--- config.mk ---
export PLATFORM = sky130hd
export DESIGN_NAME = reg_bank_dump
export DESIGN_NICKNAME = d
export VERILOG_FILES = /design/src/rtl/reg_bank_dump.sv
export SDC_FILE = /design/constraint.sdc
export NUM_CORES = 1
export LEC_CHECK = 0
export CAP_MARGIN = 25
export CORE_UTILIZATION = 42
export DETAILED_ROUTE_END_ITERATION = 8
export MAX_ROUTING_LAYER = met4
export PLACE_DENSITY = 0.85
export SLEW_MARGIN = 20
export SYNTH_ARGS = -nofsm -noshare
export SYNTH_HDL_FRONTEND = slang
export SYNTH_SLANG_ARGS = --single-unit
--- constraint.sdc ---
create_clock -name clk -period 2.75 [get_ports clk]
set_input_delay 0.55 -clock clk [delete_from_list [all_inputs] [get_ports clk]]
set_output_delay 0.55 -clock clk [all_outputs]
set_load 0.02 [all_outputs]
--- src/rtl/reg_bank_dump.sv ---
// Sequential reader that walks a register bank and streams each word out over valid/ready.
// Optional DUMP_CHECKSUM_EN adds a running modular sum of accepted words on port checksum.
module reg_bank_dump #(
  parameter int unsigned DATA_W = 32,
  parameter int unsigned ADDR_W = 5,
  parameter int unsigned DEPTH  = 32
) (
  input  logic              clk,
  input  logic              rst,
  input  logic              start,
  input  logic              abort,
  output logic [ADDR_W-1:0] rd_addr,
  input  logic [DATA_W-1:0] rd_data,
  output logic              out_valid,
  input  logic              out_ready,
  output logic [DATA_W-1:0] out_data,
  output logic [ADDR_W-1:0] out_index,
  output logic              busy,
  output logic              done
`ifdef DUMP_CHECKSUM_EN
  ,
  output logic [DATA_W-1:0] checksum
`endif
);

  typedef enum logic [1:0] {IDLE, FETCH, SEND, DONE} state_e;

  localparam logic [ADDR_W-1:0] LAST = ADDR_W'(DEPTH - 1);

  state_e              state_q, state_d;
  logic [ADDR_W-1:0]   rd_addr_q, rd_addr_d;
  logic                out_valid_q, out_valid_d;
  logic [DATA_W-1:0]   out_data_q, out_data_d;
  logic [ADDR_W-1:0]   out_index_q, out_index_d;
  logic                busy_q, busy_d;
  logic                done_q, done_d;
`ifdef DUMP_CHECKSUM_EN
  logic [DATA_W-1:0]   csum_q, csum_d;
`endif

  always_comb begin
    state_d     = state_q;
    rd_addr_d   = rd_addr_q;
    out_valid_d = out_valid_q;
    out_data_d  = out_data_q;
    out_index_d = out_index_q;
`ifdef DUMP_CHECKSUM_EN
    csum_d      = csum_q;
`endif
    unique case (state_q)
      IDLE: begin
        if (start) begin
          rd_addr_d = '0;
          state_d   = FETCH;
`ifdef DUMP_CHECKSUM_EN
          csum_d    = '0;
`endif
        end
      end
      FETCH: begin
        out_data_d  = rd_data;
        out_index_d = rd_addr_q;
        out_valid_d = 1'b1;
        state_d     = SEND;
      end
      SEND: begin
        if (out_valid_q && out_ready) begin
          out_valid_d = 1'b0;
`ifdef DUMP_CHECKSUM_EN
          csum_d      = csum_q + out_data_q;
`endif
          if (rd_addr_q == LAST) begin
            state_d = DONE;
          end else begin
            rd_addr_d = rd_addr_q + ADDR_W'(1);
            state_d   = FETCH;
          end
        end
      end
      DONE: state_d = IDLE;
    endcase
    // Abort overrides any handshake decided above, so that word is neither counted nor summed.
    if (abort && state_q != IDLE) begin
      state_d     = IDLE;
      out_valid_d = 1'b0;
      rd_addr_d   = '0;
`ifdef DUMP_CHECKSUM_EN
      csum_d      = csum_q;
`endif
    end
    done_d = (state_d == DONE);
    busy_d = (state_d != IDLE);
  end

  always_ff @(posedge clk or posedge rst) begin
    if (rst) begin
      state_q     <= IDLE;
      rd_addr_q   <= '0;
      out_valid_q <= 1'b0;
      out_data_q  <= '0;
      out_index_q <= '0;
      busy_q      <= 1'b0;
      done_q      <= 1'b0;
`ifdef DUMP_CHECKSUM_EN
      csum_q      <= '0;
`endif
    end else begin
      state_q     <= state_d;
      rd_addr_q   <= rd_addr_d;
      out_valid_q <= out_valid_d;
      out_data_q  <= out_data_d;
      out_index_q <= out_index_d;
      busy_q      <= busy_d;
      done_q      <= done_d;
`ifdef DUMP_CHECKSUM_EN
      csum_q      <= csum_d;
`endif
    end
  end

  assign rd_addr   = rd_addr_q;
  assign out_valid = out_valid_q;
  assign out_data  = out_data_q;
  assign out_index = out_index_q;
  assign busy      = busy_q;
  assign done      = done_q;
`ifdef DUMP_CHECKSUM_EN
  assign checksum  = csum_q;
`endif

endmodule

**After elaboration in Yosys (flattened, before gate mapping)**

Index checks and enable logic that the tools add are counted.

- Mux-type cells: 13
- Reductions and logical operators: 9
- $add $sub $neg: 1
- Equal/unequal tests: 8

Operators by type and width:

| kind | count |
|---|---|
| two-way mux 5 bit | 4 |
| case mux 5 bit (2 select lines) | 1 |
| != test 3 bit (second input constant) | 3 |
| two-way mux 2 bit | 4 |
| case mux 2 bit (4 select lines) | 1 |
| equality test 2 bit (second input constant) | 3 |
| nonzero test 3 bit | 2 |
| adder 5 x 1 -> 5 bit (second input constant) | 1 |
| equality test 5 bit (second input constant) | 1 |
| AND reduction 4 bit | 1 |
| nonzero test 2 bit | 2 |
| equality test 2 x 1 -> 1 bit (second input constant) | 1 |
| logical AND 1 bit | 2 |
| logical NOT 2 bit | 1 |
| two-way mux 1 bit | 2 |
| case mux 1 bit (2 select lines) | 1 |
| AND reduction 2 bit | 1 |

- Input bits: 37
- Flip-flop bits (word level): 47

**Longest topological paths before layout**

- Word-level depth: 6
- Gate-level depth with buffers: 6

**Least setup slack after synthesis**

OpenSTA, ideal clock, no wires.

- Path kind: flip-flop to flip-flop
- Start point: register rd_addr_q[0], in the netlist rd_addr[0]
- End point: register rd_addr_q[3], in the netlist rd_addr[3]
- Setup slack: 0.529 ns
- Arrival: 2.135 ns
- Library setup time: 0.087 ns
- Path buffers: 0
- Period minus slack after synthesis: 2.221 ns
- Stages on the path, launching flop included: 7
- Required time: 2.663 ns
- Cell sequence: dfrtp_1 > ha_1 > and3_1 > ha_1 > or4b_1 > or4_1 > o211ai_1

- Cells in the longest elaborated chain, start to end: 5

Ends and longest elaborated chain:

| element | line | text |
|---|---|---|
| start: declaration | 31 | `logic [ADDR_W-1:0] rd_addr_q, rd_addr_d;` |
| start signal: assignment | 109 | `rd_addr_q <= rd_addr_d;` |
| adder 5 x 1 -> 5 bit | 75 | `rd_addr_d = rd_addr_q + ADDR_W'(1);` |
| two-way mux 5 bit | 72 | `if (rd_addr_q == LAST) begin` |
| two-way mux 5 bit | 67 | `if (out_valid_q && out_ready) begin` |
| case mux 5 bit (2 select lines) | 50 | `unique case (state_q)` |
| two-way mux 5 bit | 83 | `if (abort && state_q != IDLE) begin` |

Several ways; a longest one is shown, not always the timed one. The select of a mux whose other input is x is not followed.
A chain may end at the register's enable or synchronous reset.

**Worst setup path after layout**

Ends and elaborated chain as after synthesis.

==> impl_metrics.yaml <==
run_status:
  status: "finished clean"
placed_design:
  finalWeightedCongestion: 0.9167
  dp_worst_setup_slack_ns: 0.4849
  dp_hpwl_um: 2886
  port_buffers: 81
  dpl_cell_area_um2: 2775
  dp.cells: 266
die:
  fp.dieW_um: 69.43
  initial_core_util: 0.4385
  core_um2: 4354
  dieArea_um2: 4820
  row_count: 24
  die_h_um: 69.43
  ios: 82
final_layout:
  utilization: 0.6540
  instances_no_fill: 272
  antenna_cells: 0
  nets: 260
  drive_gt1_frac: 0.2136
  stdcell_area_um2: 2848
  area_delta_synth_final_pct: 49.15
timing:
  maxSlewHeadroom: 0.3647
  clock.fmax_mhz: 452.5
  timing.hold.ws_ns: 0.4909
  period_minus_slack_ns: 2.210
  worst_slew_pin_slew_ns: 0.9530
  fin_crit_sh: 0.8036
  setup_tns_ns: 0
  finalMaxSlewViolations: 0
  setup_viol: 0
  hold_viol_final: 0
  rsz0062_at_grt: "false"
  clock_skew_ns: 0.004607
  fin_ws_ns: 0.5400
power_and_ir_drop:
  power.total_mw: 2.374
  p_switching_mw: 0.7628
  swShare: 0.3213
  ir_worst_vdd_mv: 0.4817
  power_frac_comb: 0.424
  p_leak_nw: 1.201
  share_seq_of_total_power: 0.422
  intPower_mw: 1.612
  power_density_nw_per_um2: 833.8
  p_clk_frac: 0.155
route:
  finalWirelength_um: 3919
  wl_per_cell_um: 14.41
  vias_per_cell: 5.074
  drc: 0
  vias: 1380
  drt-met1-wl_um: 1693
  met2_length_um: 1820
  dr.first_iter.drc_count: 47
  drt-pass1-iter-count: 4
  highest_layer: "met4"
  drtAntennaViolNets: 0
  wl_met3_um: 362
yosys:
  syn_area_um2: 1909
  synth_top_area_frac: 0.6160
  yosysMostFrequentCell: "dfrtp_1"
  yosysWarnings: 0
  ys_ff_latch: 47
  seq_area_frac_synth: 0.6160
  async_reset_ff_frac: 1.000
  ys.flop_type: "dfrtp_1"
  netlist_instances: 137
  ys_top_cells_by_area: "dfrtp_1, mux2_2, a21oi_1"
  ys_types: 27
  yosys.area.top_type: "dfrtp_1"
  synth_edf_count: 0
  syn_avg_cell_area_um2: 13.94
  syn-num-nets: 176
  synth_common_cells: "dfrtp_1, mux2_2, inv_1, a21oi_1"
global_routing:
  grt_max_degree: 41
  grt_pass1_vias: 1421
  gr-usage-all-layers: 0.1795
  antenna_found_initial: 0
  grt_pass1_wl_um: 6568
  gr-total-overflow: 0
clocking:
  clock_sinks: 47
  clk_latency_ns: 0.29
  numCtsBuffers: 5
  cts_hold_buf: 0
  h-tree-depth: 2
  cts_resized: 0
  root_buffer: "clkbuf_8"
  cts_tree: "done"
  cts_setup_buffers: 0
  clock_path_buffers: 2
  path_clk_slew_ns: 0.08
worst_setup_path:
  slowest_stage: "or4b_1"
  worstPathRequired_ns: 2.96
  arrival_ns: 2.42
  start_kind: "flip-flop"
  crit_path_cell_trace: "ha_1 -> and3_1 -> ha_1 -> or4b_1 -> or4_1 -> o211ai_1"
  crit_type: "flip-flop to flip-flop"
  critPathMaxFanout: 6
  end_kind: "flip-flop"
  slowest_delay_ns: 0.49
  cpMostUsedCell: "ha_1"
min_path:
  hp-class: "flip-flop to flip-flop"
run:
  cap_violations: 0
layer usage:
layer	global-route usage	up-vias
met4	0.04762	0
met5	-	-
li1	-	654
met2	0.2665	55
met3	0.08140	6
met1	0.2234	665
registers in the layout (all words and copies together) (netlist names):
register,cells
busy,1
state_q,2
done,1
out_index,5
out_valid,1
rd_addr,5
out_data,32
critical path, delay by kind of cell, from the launching register on:
kind / cells / cell delay, ns
AOI/OAI and AO/OA: 1 / 0.11
adders and majority gates: 2 / 0.45
DFF: 1 / 0.42
and+or+nand+nor: 3 / 1.16
worst paths after layout:
path | startpoint | end | slack, ns | cells past startpoint
setup / recovery | rd_addr[0] | rd_addr[3] | 0.54 | 6
hold / removal | out_index[3] | out_index[3] | 0.49 | 2
setup reg to reg | rd_addr[0] | rd_addr[3] | 0.54 | 6
hold reg to reg | out_index[3] | out_index[3] | 0.49 | 2
max in group asynchronous | rst | out_index[3] | 1.66 | 3
min in group asynchronous | rst | out_data[16] | 0.55 | 2
cells by family (layout without fill, tap and decap cells):
logic type / count (synthesis) / in the layout / share of synthesized area
multiplexers: 36 / 36 / 0.2123
AO/OA/AOI/OAI: 20 / 20 / 0.07143
flip-flops: 47 / 47 / 0.6160
adder cells (fa/ha/maj): 2 / 2 / 0.01310
AND/OR/NAND/NOR: 20 / 20 / 0.06095
buffers and inverters: 12 / 95 / 0.02621
cell usage in the layout (no fill, tap or decap):
cell / netlist / final
o21bai_1: 2 / 2
nand2b_1: 3 / 2
nor2_1: 1 / 1
or4_1: 1 / 1
nand3_1: 4 / 4
nand4_1: 1 / 1
dfrtp_1: 47 / 47
a21oi_1: 5 / 5
a22o_1: 2 / 2
nor3_1: 2 / 2
inv_2: 0 / 1
nor3b_1: 1 / 1
nand2_1: 3 / 3
clkdlybuf4s50_1: 0 / 81
a21o_1: 1 / 1
o211ai_1: 3 / 3
or4b_1: 1 / 1
o32a_1: 1 / 1
buf_4: 0 / 2
and3_1: 1 / 1
o21ba_2: 1 / 1
clkbuf_1: 2 / 1
mux2_2: 36 / 36
nor4_1: 1 / 1
ha_1: 2 / 2
inv_1: 6 / 5
and2b_2: 1 / 1
nand2b_2: 0 / 1
clkbuf_8: 0 / 5
a221oi_1: 1 / 1
o21ai_0: 4 / 4
power groups by stage:
stage                     Sequential [mW]  Combinational, mW  Clock [mW]
after floorplan                      1.24              0.283           0
after global placement               1.01               1.00           0
after detailed placement             1.02               1.02           0
after CTS                            1.00               1.02       0.386
after global routing                 1.03               1.06       0.421
final                                1.00               1.01       0.367
area by class of cell:
cell class                 count  area (um2)
inverter                       6       22.52
fill                         337        1506
clock buffer                   6       72.57
sequential                    47        1176
timing repair buffer          83       825.8
multi-input combinational     78       685.7
tap                           52       65.06
No activity file was read; power rests on OpenSTA's default activity.
